==> src/rtl/rr_mux_if.sv <==
// Handshake bundle for rr_mux_reg: N valid/ready producer channels and one registered consumer side.
// master drives the producer inputs and the consumer ready; slave is the mux itself.
interface rr_mux_if #(
   parameter int WIDTH  = 16,
   parameter int NUM_IN = 8,
   parameter int SEL_W  = $clog2(NUM_IN)
);
   logic [NUM_IN*WIDTH-1:0] in_data;
   logic [NUM_IN-1:0]       in_valid;
   logic [NUM_IN-1:0]       in_ready;
   logic                    mode;
   logic [SEL_W-1:0]        s;
   logic [WIDTH-1:0]        out_data;
   logic                    out_valid;
   logic                    out_ready;
   logic [SEL_W-1:0]        out_sel;

   modport master (
      output in_data, in_valid, mode, s, out_ready,
      input  in_ready, out_data, out_valid, out_sel
   );

   modport slave (
      input  in_data, in_valid, mode, s, out_ready,
      output in_ready, out_data, out_valid, out_sel
   );
endinterface

==> src/rtl/rr_mux_reg.sv <==
// N:1 registered multiplexer with valid/ready on every channel.
// Channel choice is either an external select or round-robin arbitration.
module rr_mux_reg #(
   parameter int WIDTH  = 16,
   parameter int NUM_IN = 8,
   parameter int SEL_W  = $clog2(NUM_IN)
) (
   input logic      clk,
   input logic      rst_n,
   rr_mux_if.slave  bus
);

   logic [NUM_IN-1:0] grant;
   logic [SEL_W-1:0]  gidx;
   logic              found;
   logic [WIDTH-1:0]  gdata;
   logic              free;
   logic [SEL_W-1:0]  ptr_nxt;

   logic [SEL_W-1:0]  rr_ptr;
   logic [WIDTH-1:0]  data_p1;
   logic [SEL_W-1:0]  sel_p1;
   logic              vld_p1;

   // Stage 0: grant selection and input data steering
   always_comb begin
      int idx;
      grant = '0;
      gidx  = '0;
      found = 1'b0;
      idx   = 0;
      if (!bus.mode) begin
         if (int'(bus.s) < NUM_IN && bus.in_valid[bus.s]) begin
            found = 1'b1;
            gidx  = bus.s;
         end
      end else begin
         for (int k = 0; k < NUM_IN; k++) begin
            idx = int'(rr_ptr) + k;
            if (idx >= NUM_IN) idx = idx - NUM_IN;
            if (!found && bus.in_valid[idx]) begin
               found = 1'b1;
               gidx  = SEL_W'(idx);
            end
         end
      end
      if (found) grant[gidx] = 1'b1;
   end

   always_comb begin
      gdata = '0;
      for (int i = 0; i < NUM_IN; i++) begin
         if (SEL_W'(i) == gidx) gdata = bus.in_data[i*WIDTH +: WIDTH];
      end
   end

   // Load-while-drain: the register is free whenever the consumer takes the held word.
   assign free         = !vld_p1 || bus.out_ready;
   assign bus.in_ready = grant & {NUM_IN{free}};
   assign ptr_nxt      = (gidx == SEL_W'(NUM_IN-1)) ? '0 : gidx + 1'b1;

   // Stage 1: output register and round-robin pointer
   always_ff @(posedge clk or negedge rst_n) begin
      if (!rst_n) begin
         vld_p1  <= 1'b0;
         data_p1 <= '0;
         sel_p1  <= '0;
         rr_ptr  <= '0;
      end else if (free) begin
         vld_p1 <= found;
         if (found) begin
            data_p1 <= gdata;
            sel_p1  <= gidx;
            if (bus.mode) rr_ptr <= ptr_nxt;
         end
      end
   end

   assign bus.out_data  = data_p1;
   assign bus.out_sel   = sel_p1;
   assign bus.out_valid = vld_p1;

endmodule

==> src/flat_wrapper.sv <==
// flat-port wrapper written by rule: the top's interface ports become plain ports
module rr_mux_reg_flat 
#(
   parameter int WIDTH  = 16,
   parameter int NUM_IN = 8,
   parameter int SEL_W  = $clog2(NUM_IN)
)
  (clk, rst_n, bus_in_data, bus_in_valid, bus_mode, bus_s, bus_out_ready, bus_in_ready, bus_out_data, bus_out_valid, bus_out_sel);
  rr_mux_if #(.WIDTH(WIDTH), .NUM_IN(NUM_IN), .SEL_W(SEL_W)) bus_i ();
  input logic clk;
  input logic rst_n;
  input wire logic [$bits(bus_i.in_data)-1:0] bus_in_data;
  input wire logic [$bits(bus_i.in_valid)-1:0] bus_in_valid;
  input wire logic [$bits(bus_i.mode)-1:0] bus_mode;
  input wire logic [$bits(bus_i.s)-1:0] bus_s;
  input wire logic [$bits(bus_i.out_ready)-1:0] bus_out_ready;
  output wire logic [$bits(bus_i.in_ready)-1:0] bus_in_ready;
  output wire logic [$bits(bus_i.out_data)-1:0] bus_out_data;
  output wire logic [$bits(bus_i.out_valid)-1:0] bus_out_valid;
  output wire logic [$bits(bus_i.out_sel)-1:0] bus_out_sel;
  assign bus_i.in_data = bus_in_data;
  assign bus_i.in_valid = bus_in_valid;
  assign bus_i.mode = bus_mode;
  assign bus_i.s = bus_s;
  assign bus_i.out_ready = bus_out_ready;
  assign bus_in_ready = bus_i.in_ready;
  assign bus_out_data = bus_i.out_data;
  assign bus_out_valid = bus_i.out_valid;
  assign bus_out_sel = bus_i.out_sel;
  rr_mux_reg #(.WIDTH(WIDTH), .NUM_IN(NUM_IN), .SEL_W(SEL_W)) u_core (.clk(clk), .rst_n(rst_n), .bus(bus_i));
endmodule
==> config.mk <==
export PLATFORM = sky130hd
export DESIGN_NAME = rr_mux_reg_flat
export DESIGN_NICKNAME = d
export VERILOG_FILES = /design/src/rtl/rr_mux_if.sv /design/src/rtl/rr_mux_reg.sv /design/src/flat_wrapper.sv
export SDC_FILE = /design/constraint.sdc
export NUM_CORES = 1
export LEC_CHECK = 0
export CORE_ASPECT_RATIO = 0.6
export CORE_MARGIN = 10
export CORE_UTILIZATION = 40
export CTS_CLUSTER_DIAMETER = 50
export DETAILED_ROUTE_END_ITERATION = 8
export PLACE_DENSITY_LB_ADDON = 0.12
export SYNTH_ARGS = -nofsm -noshare
export SYNTH_HDL_FRONTEND = slang
export SYNTH_SLANG_ARGS = --single-unit
==> constraint.sdc <==
create_clock -name clk -period 5.79 [get_ports clk]
set_clock_uncertainty 0.2 [all_clocks]
set_input_delay 1.158 -clock clk [delete_from_list [all_inputs] [get_ports clk]]
set_output_delay 1.158 -clock clk [all_outputs]
set_load 0.02 [all_outputs]
==> results of run 1 <==
==> area by class of cell <==
| type | count | area (µm²) |
|---|---|---|
| clock buffer | 4 | 78.8 |
| fill | 629 | 2210 |
| inverter | 13 | 48.8 |
| multi-input combinational | 312 | 2350 |
| sequential | 23 | 576 |
| tap | 104 | 130 |
| timing repair buffer | 208 | 2000 |
==> worst max-delay path, cell delays in order <==
cell and delay (ps):
clkdlybuf4s50_1 460, buf_4 180, mux4_2 530, a211oi_2 240
a22o_1 290, nand3_2 120, o21a_1 230, o31ai_4 250
inv_2 50, or3_1 360, nor2_1 100, clkdlybuf4s15_1 310
==> cells by family after synthesis <==
| kind of cell | share of synthesized area |
|---|---|
| buf+inv | 0.0623 |
| mux | 0.210 |
| flops | 0.186 |
| xor+xnor | 0.00850 |
| simple gates | 0.136 |
| compound gates | 0.369 |
| fa+ha+maj | 0.0283 |
==> where the power goes <==
group	total [µW]	internal (µW)	switching [µW]
registers	307	243	64.2
logic	2770	1240	1520
clock network	153	94.1	58.7
total	3230	1580	1650
==> placed cells by master (no fill, tap or decap), types with 13 or more instances in the layout <==
| cell | count |
|---|---|
| clkdlybuf4s50_1 | 161 |
| mux4_2 | 13 |
| buf_4 | 35 |
| nor2_1 | 61 |
| a22oi_1 | 17 |
| a22o_1 | 16 |
| nand2_1 | 17 |
| o22ai_1 | 18 |
| a31oi_1 | 18 |
| o211ai_1 | 18 |
| dfrtp_1 | 23 |
| mux2i_1 | 23 |
| o32ai_1 | 16 |
| a21oi_1 | 24 |
==> sequential cells by signal (all words and copies together) (netlist names) <==
register,cells
u_core.bus.out_valid,1
u_core.bus.out_data,16
u_core.rr_ptr,3
u_core.bus.out_sel,3
==> synth_stat cells (2+ instances only) <==
cell       n  area [µm²]
a211oi_1   4        30.0
a21oi_1   24         120
a221o_1    2        20.0
a22o_1    16         140
a22oi_1   17         128
a31oi_1   18         113
and2_1     2        12.5
buf_1      5        18.8
buf_2      4        20.0
buf_6      2        22.5
clkbuf_1  22        82.6
dfrtp_1   23         576
ha_1       7        87.6
inv_1     10        37.5
inv_2      2        7.51
mux2_2     9         101
mux2i_1   23         230
mux4_2    13         293
nand2_1   18        67.6
nand2b_1   5        31.3
nand3_1    4        20.0
nor2_1    62         233
o211ai_1  18         135
o21a_1     2        15.0
o21ai_0    7        35.0
o21ai_1    2        10.0
o221ai_1   2        17.5
o22a_1     3        26.3
o22ai_1   18         113
o32ai_1   16         140
or3_1      2        12.5
xnor2_1    2        17.5
==> metal layers <==
| layer | track usage | up-vias |
|---|---|---|
| li1 | - | 1863 |
| met1 | 0.276 | 1878 |
| met2 | 0.378 | 239 |
| met3 | 0.0771 | 16 |
| met4 | 0.0285 | 0 |
| met5 | 0 | - |
==> path summary, 6_finish.rpt <==
| kind | startpoint | endpoint | slack (ps) | cells past startpoint |
|---|---|---|---|---|
| min | u_core.bus.out_sel[1]$_DFFE_PN0P_ | u_core.bus.out_sel[1]$_DFFE_PN0P_ | 320 | 2 |
| max reg2reg | u_core.rr_ptr[0]$_DFFE_PN0P_ | u_core.bus.out_data[4]$_DFFE_PN0P_ | 430 | 20 |
| max | bus_in_valid[3] | bus_in_ready[6] | 140 | 12 |
| min reg2reg | u_core.bus.out_sel[1]$_DFFE_PN0P_ | u_core.bus.out_sel[1]$_DFFE_PN0P_ | 320 | 2 |
| min in group asynchronous | rst_n | u_core.bus.out_valid$_DFFE_PN0N_ | 1280 | 1 |
| max in group asynchronous | rst_n | u_core.bus.out_data[14]$_DFFE_PN0P_ | 3450 | 1 |
==> metrics by stage <==
step	setup WS, ps	area [µm²]	power, µW
CTS	48.7	5160	3160
global route	6.40	5180	3470
finish	142	5180	3230
floorplan	448	3090	2130
global placement	-149	5080	2930
detailed placement	-384	5080	2990
==> repair_timing <==
item	CTS	global route
buffers inserted	1	0
endpoints found under the setup margin	24	22
gates resized for setup	9	15
hold endpoints to repair	0	0
pin swaps	2	3
gates cloned	0	0
==> impl_metrics.json, run 1 <==
{
  "crit_share_post_route": 0.976,
  "worst_hold_slack_ps": 316,
  "cells_after_synth": 381,
  "detailroute.wirelength.met2_um": 6920,
  "cts-root-buf": "clkbuf_16",
  "timing.critical_path.to_type": "output port",
  "drv_slew": 0,
  "placed_cells_incl_taps": 659,
  "tritoncts.num_buffers": 3,
  "area_delta_synth_final_pct": 67.6,
  "p_leak_uw": 0.00209,
  "cts_hold_repair.buffers": 0,
  "die_x_um": 134,
  "drt_iter0_markers": 449,
  "groute.usage.overall": 0.223,
  "gp_congestion": 0.990,
  "die-height_um": 88.1,
  "setup_violations": 0,
  "cts_tree": "yes",
  "dieArea_um2": 11800,
  "n_antenna_cell": 0,
  "cts_buffer_depth": 2,
  "seq_area_frac_synth": 0.186,
  "vdd.ir_drop.worst_mv": 0.273,
  "route.met3.wl_um": 1530,
  "grt_setup_unrepaired": "no",
  "synthArstFlopShare": 1.00,
  "pwr_density_cell_nw_per_um2": 623,
  "worstSkewPairLatency_ps": 260,
  "remaining_drc_errors": 0,
  "postSynthNetCount": 531,
  "cts-htree-levels": 1,
  "grt_max_degree": 51,
  "rows": 24,
  "effective_utilization_at_floorplan": 0.419,
  "total_negative_slack_for_setup_checks_ps": 0,
  "crit_arrival_ps": 4290,
  "ys_types": 49,
  "setup.worst_path.class": "input pin to output port",
  "grt_antenna_before_repair": 0,
  "final_layout_size_suffix_gt1_frac": 0.146,
  "hold_viol_final": 0,
  "worstPathMaxFanout": 5,
  "syn-cell-area_um2": 3090,
  "worst_setup_path_start_kind": "input pin",
  "syn-mean-instance-area_um2": 8.11,
  "io_pins": 171,
  "numPortBuffers": 170,
  "timing.max_cap.violations": 0,
  "drt.antenna.violating_nets": 0,
  "grt_pass1_vias": 3917,
  "drt-vias-per-instance": 6.02,
  "firstDrtPassIters": 6,
  "relSlewSlack": 0.273,
  "detail_route.wl_per_cell_um": 21.5,
  "global_route.overflow_total": 0,
  "tightestPinTransition_ps": 1090,
  "m1WireLength_um": 5660,
  "count_of_flip_flops_with_a_built_in_enable_after_synthesis": 0,
  "final_nets": 711,
  "finalCriticalPeriod_ps": 5650,
  "global_route_wire_length_before_repair_um": 21400,
  "yosys_most_used_dff": "dfrtp_1",
  "clk_pin_slew_worst_paths_ps": 60,
  "routed-via-count": 3996,
  "status": "finished clean",
  "classification_of_the_worst_slack_hold_path": "register to register",
  "core_area_um2": 7390,
  "detailedPlacementHpwl_um": 11400,
  "layout.core_utilization": 0.701,
  "critical_path_required_ps": 4430,
  "route.top_layer_used": "met4",
  "yosys_warnings": 0,
  "tritoncts_num_sinks": 23,
  "route.final.wire_length_um": 14200,
  "fmax_ghz": 0.177,
  "non_filler_instance_count_after_layout": 664,
  "yosys_register_bits": 23
}
Note: power is estimated with default switching activity, not from simulation.
==> run 2: changes to the inputs <==
--- a/config.mk
+++ b/config.mk
@@ -12,4 +12,5 @@
 export DETAILED_ROUTE_END_ITERATION = 8
 export PLACE_DENSITY_LB_ADDON = 0.12
+export SKIP_LAST_GASP = 1
 export SYNTH_ARGS = -nofsm -noshare
 export SYNTH_HDL_FRONTEND = slang
--- a/constraint.sdc
+++ b/constraint.sdc
@@ -3,3 +3,3 @@
 set_input_delay 1.158 -clock clk [delete_from_list [all_inputs] [get_ports clk]]
 set_output_delay 1.158 -clock clk [all_outputs]
-set_load 0.02 [all_outputs]
+set_load 0.05 [all_outputs]
==> impl_metrics.json, run 2 (same netlist as run 1, synthesis figures left out) <==
{
  "placed_cells_incl_taps": 637,
  "cell_internal_pwr_uw": 1510,
  "cts-htree-levels": 1,
  "grt_setup_unrepaired": "yes",
  "multi_input_area_um2": 2360,
  "drt.antenna.violating_nets": 0,
  "remaining_drc_errors": 0,
  "mostFrequentLayoutCell": "clkdlybuf4s50_1",
  "pwr_density_cell_nw_per_um2": 649,
  "worstSkewPairLatency_ps": 260,
  "largest_register_ffs": 16,
  "io_pins": 171,
  "gp_congestion": 0.952,
  "groute.usage.overall": 0.213,
  "cts_buffer_depth": 2,
  "routed-via-count": 3906,
  "grt_max_degree": 65,
  "die_x_um": 134,
  "timing.critical_path.to_type": "output port",
  "timing.max_cap.violations": 0,
  "worst-r2r-cell-count": 21,
  "drv_slew": 0,
  "clk_pin_slew_worst_paths_ps": 70,
  "power.share.sequential": 0.093,
  "effective_utilization_at_floorplan": 0.419,
  "relSlewSlack": 0.282,
  "tritoncts_num_sinks": 23,
  "filler_cell_count": 650,
  "cts_hold_repair.buffers": 0,
  "dieArea_um2": 11800,
  "worst_hold_slack_ps": 291,
  "tritoncts.num_buffers": 3,
  "pwr-share-comb": 0.860,
  "cts-root-buf": "clkbuf_16",
  "final_layout_size_suffix_gt1_frac": 0.122,
  "n_antenna_cell": 0,
  "design_area_um2": 5110,
  "whs_path_depth": 2,
  "critical_path_required_ps": 4430,
  "die-height_um": 88.1,
  "vdd.ir_drop.worst_mv": 0.300,
  "p_leak_uw": 0.00203,
  "p_switching_uw": 1800,
  "drt-vias-per-instance": 6.07,
  "groute.layer.met2.usage": 0.349,
  "global_route.overflow_total": 0,
  "hold_viol_final": 0,
  "area_delta_synth_final_pct": 65.2,
  "worstPathMaxFanout": 7,
  "setup_violations": 0,
  "use_met3": 0.0823,
  "rows": 24,
  "grt_pass1_vias": 3793,
  "finalCriticalPeriod_ps": 5720,
  "global_route_wire_length_before_repair_um": 20500,
  "layout.core_utilization": 0.691,
  "worst_setup_path_start_kind": "input pin",
  "layout_common_cells": "157 x clkdlybuf4s50_1, 59 x nor2_1, 24 x a21oi_1",
  "numPortBuffers": 170,
  "grt_use_met1": 0.271,
  "classification_of_the_worst_slack_hold_path": "register to register",
  "critPathMaxStageDelay_ps": 510,
  "detail_route.wl_per_cell_um": 21.2,
  "placed_standard_cell_area_um2": 4960,
  "crit_share_post_route": 0.988,
  "grt_antenna_before_repair": 0,
  "non_filler_instance_count_after_layout": 643,
  "status": "finished clean",
  "clockPowerShare": 0.046,
  "firstDrtPassIters": 4,
  "fmax_ghz": 0.175,
  "tightestPinTransition_ps": 1070,
  "cpMaxStageDelayCell": "clkdlybuf4s50_1",
  "register_area_um2": 576,
  "core_area_um2": 7390,
  "final_nets": 690,
  "power.switching_fraction": 0.543,
  "total_power_uw": 3310,
  "detailedPlacementHpwl_um": 11000,
  "grt-busiest-layer": "met2",
  "worstPathCellList": "clkdlybuf4s50_1, mux2_2, mux4_2, o32ai_4, nand3_2, o21a_1, o31ai_4, inv_2, or3_1, nor2_1, buf_12",
  "setup.worst_path.class": "input pin to output port",
  "route.final.wire_length_um": 13600,
  "drt_iter0_markers": 355,
  "crit_arrival_ps": 4370,
  "cts_tree": "yes"
}
==> run 2: changes by cell type in the layout (fill, tap and decap cells not counted), moves of 2 or more <==
cell,change
buf_4,-17
buf_12,+5
clkdlybuf4s50_1,-4
dlygate4sd2_1,-4
dlymetal6s2s_1,+4
clkbuf_2,-3
ha_2,-2
nor2_1,-2
nor2_2,+2
==> run 2: layout make-up <==
class                           count  share of cell area
Clock buffer                        3              0.0147
Clock inverter                      1            0.000980
Inverter                           13             0.00955
Multi-Input combinational cell    312               0.463
Sequential cell                    23               0.113
Tap cell                          104              0.0255
Timing Repair Buffer              187               0.374
==> run 2: layer usage <==
metal  routed length (µm)  vias up
met5                    0        -
met4                   96        0
met3                 1460       10
met2                 6560      222
met1                 5530     1864
li1                     -     1810
==> run 2: through the flow <==
step / setup TNS [ps] / setup WS [ps]
2_1_floorplan: 0 / 84.2
3_3_place_gp: 0 / 64.8
3_5_place_dp: -2640 / -214
4_1_cts: 0 / 68.3
5_1_grt: -200 / -64.5
6_report: 0 / 66.9
==> run 2: what timing repair did <==
| item | in CTS | in global routing |
|---|---|---|
| gates resized for setup | 0 | 12 |
| hold endpoints to repair | 0 | 0 |
| endpoints found under the setup margin | 0 | 23 |
| buffers inserted | 0 | 2 |
==> run 2: path summary, 6_finish.rpt <==
kind / slack, ps / endpoint / from
worst max-delay path: 70 / bus_in_ready[4] / bus_in_valid[2]
worst min-delay path: 290 / u_core.bus.out_sel[0]$_DFFE_PN0P_ / u_core.bus.out_sel[0]$_DFFE_PN0P_
worst max register to register: 450 / u_core.bus.out_data[0]$_DFFE_PN0P_ / u_core.rr_ptr[1]$_DFFE_PN0P_
worst min register to register: 290 / u_core.bus.out_sel[0]$_DFFE_PN0P_ / u_core.bus.out_sel[0]$_DFFE_PN0P_
max in group asynchronous: 3460 / u_core.bus.out_sel[2]$_DFFE_PN0P_ / rst_n
min in group asynchronous: 1270 / u_core.bus.out_sel[1]$_DFFE_PN0P_ / rst_n
==> run 2: worst max-delay path: cells and delay by family <==
kind	cells	cell delay (ps)
simple gates	3	700
compound gates	3	930
mux	2	820
buf+inv	3	740
==> run 2: power by group through the flow <==
| stage | logic [µW] | registers [µW] | clock network [µW] |
|---|---|---|---|
| global placement | 2690 | 304 | 0 |
| CTS | 2760 | 306 | 155 |
| detailed placement | 2750 | 306 | 0 |
| global route | 3080 | 319 | 162 |
| finish | 2850 | 309 | 154 |
| floorplan | 1790 | 528 | 0 |
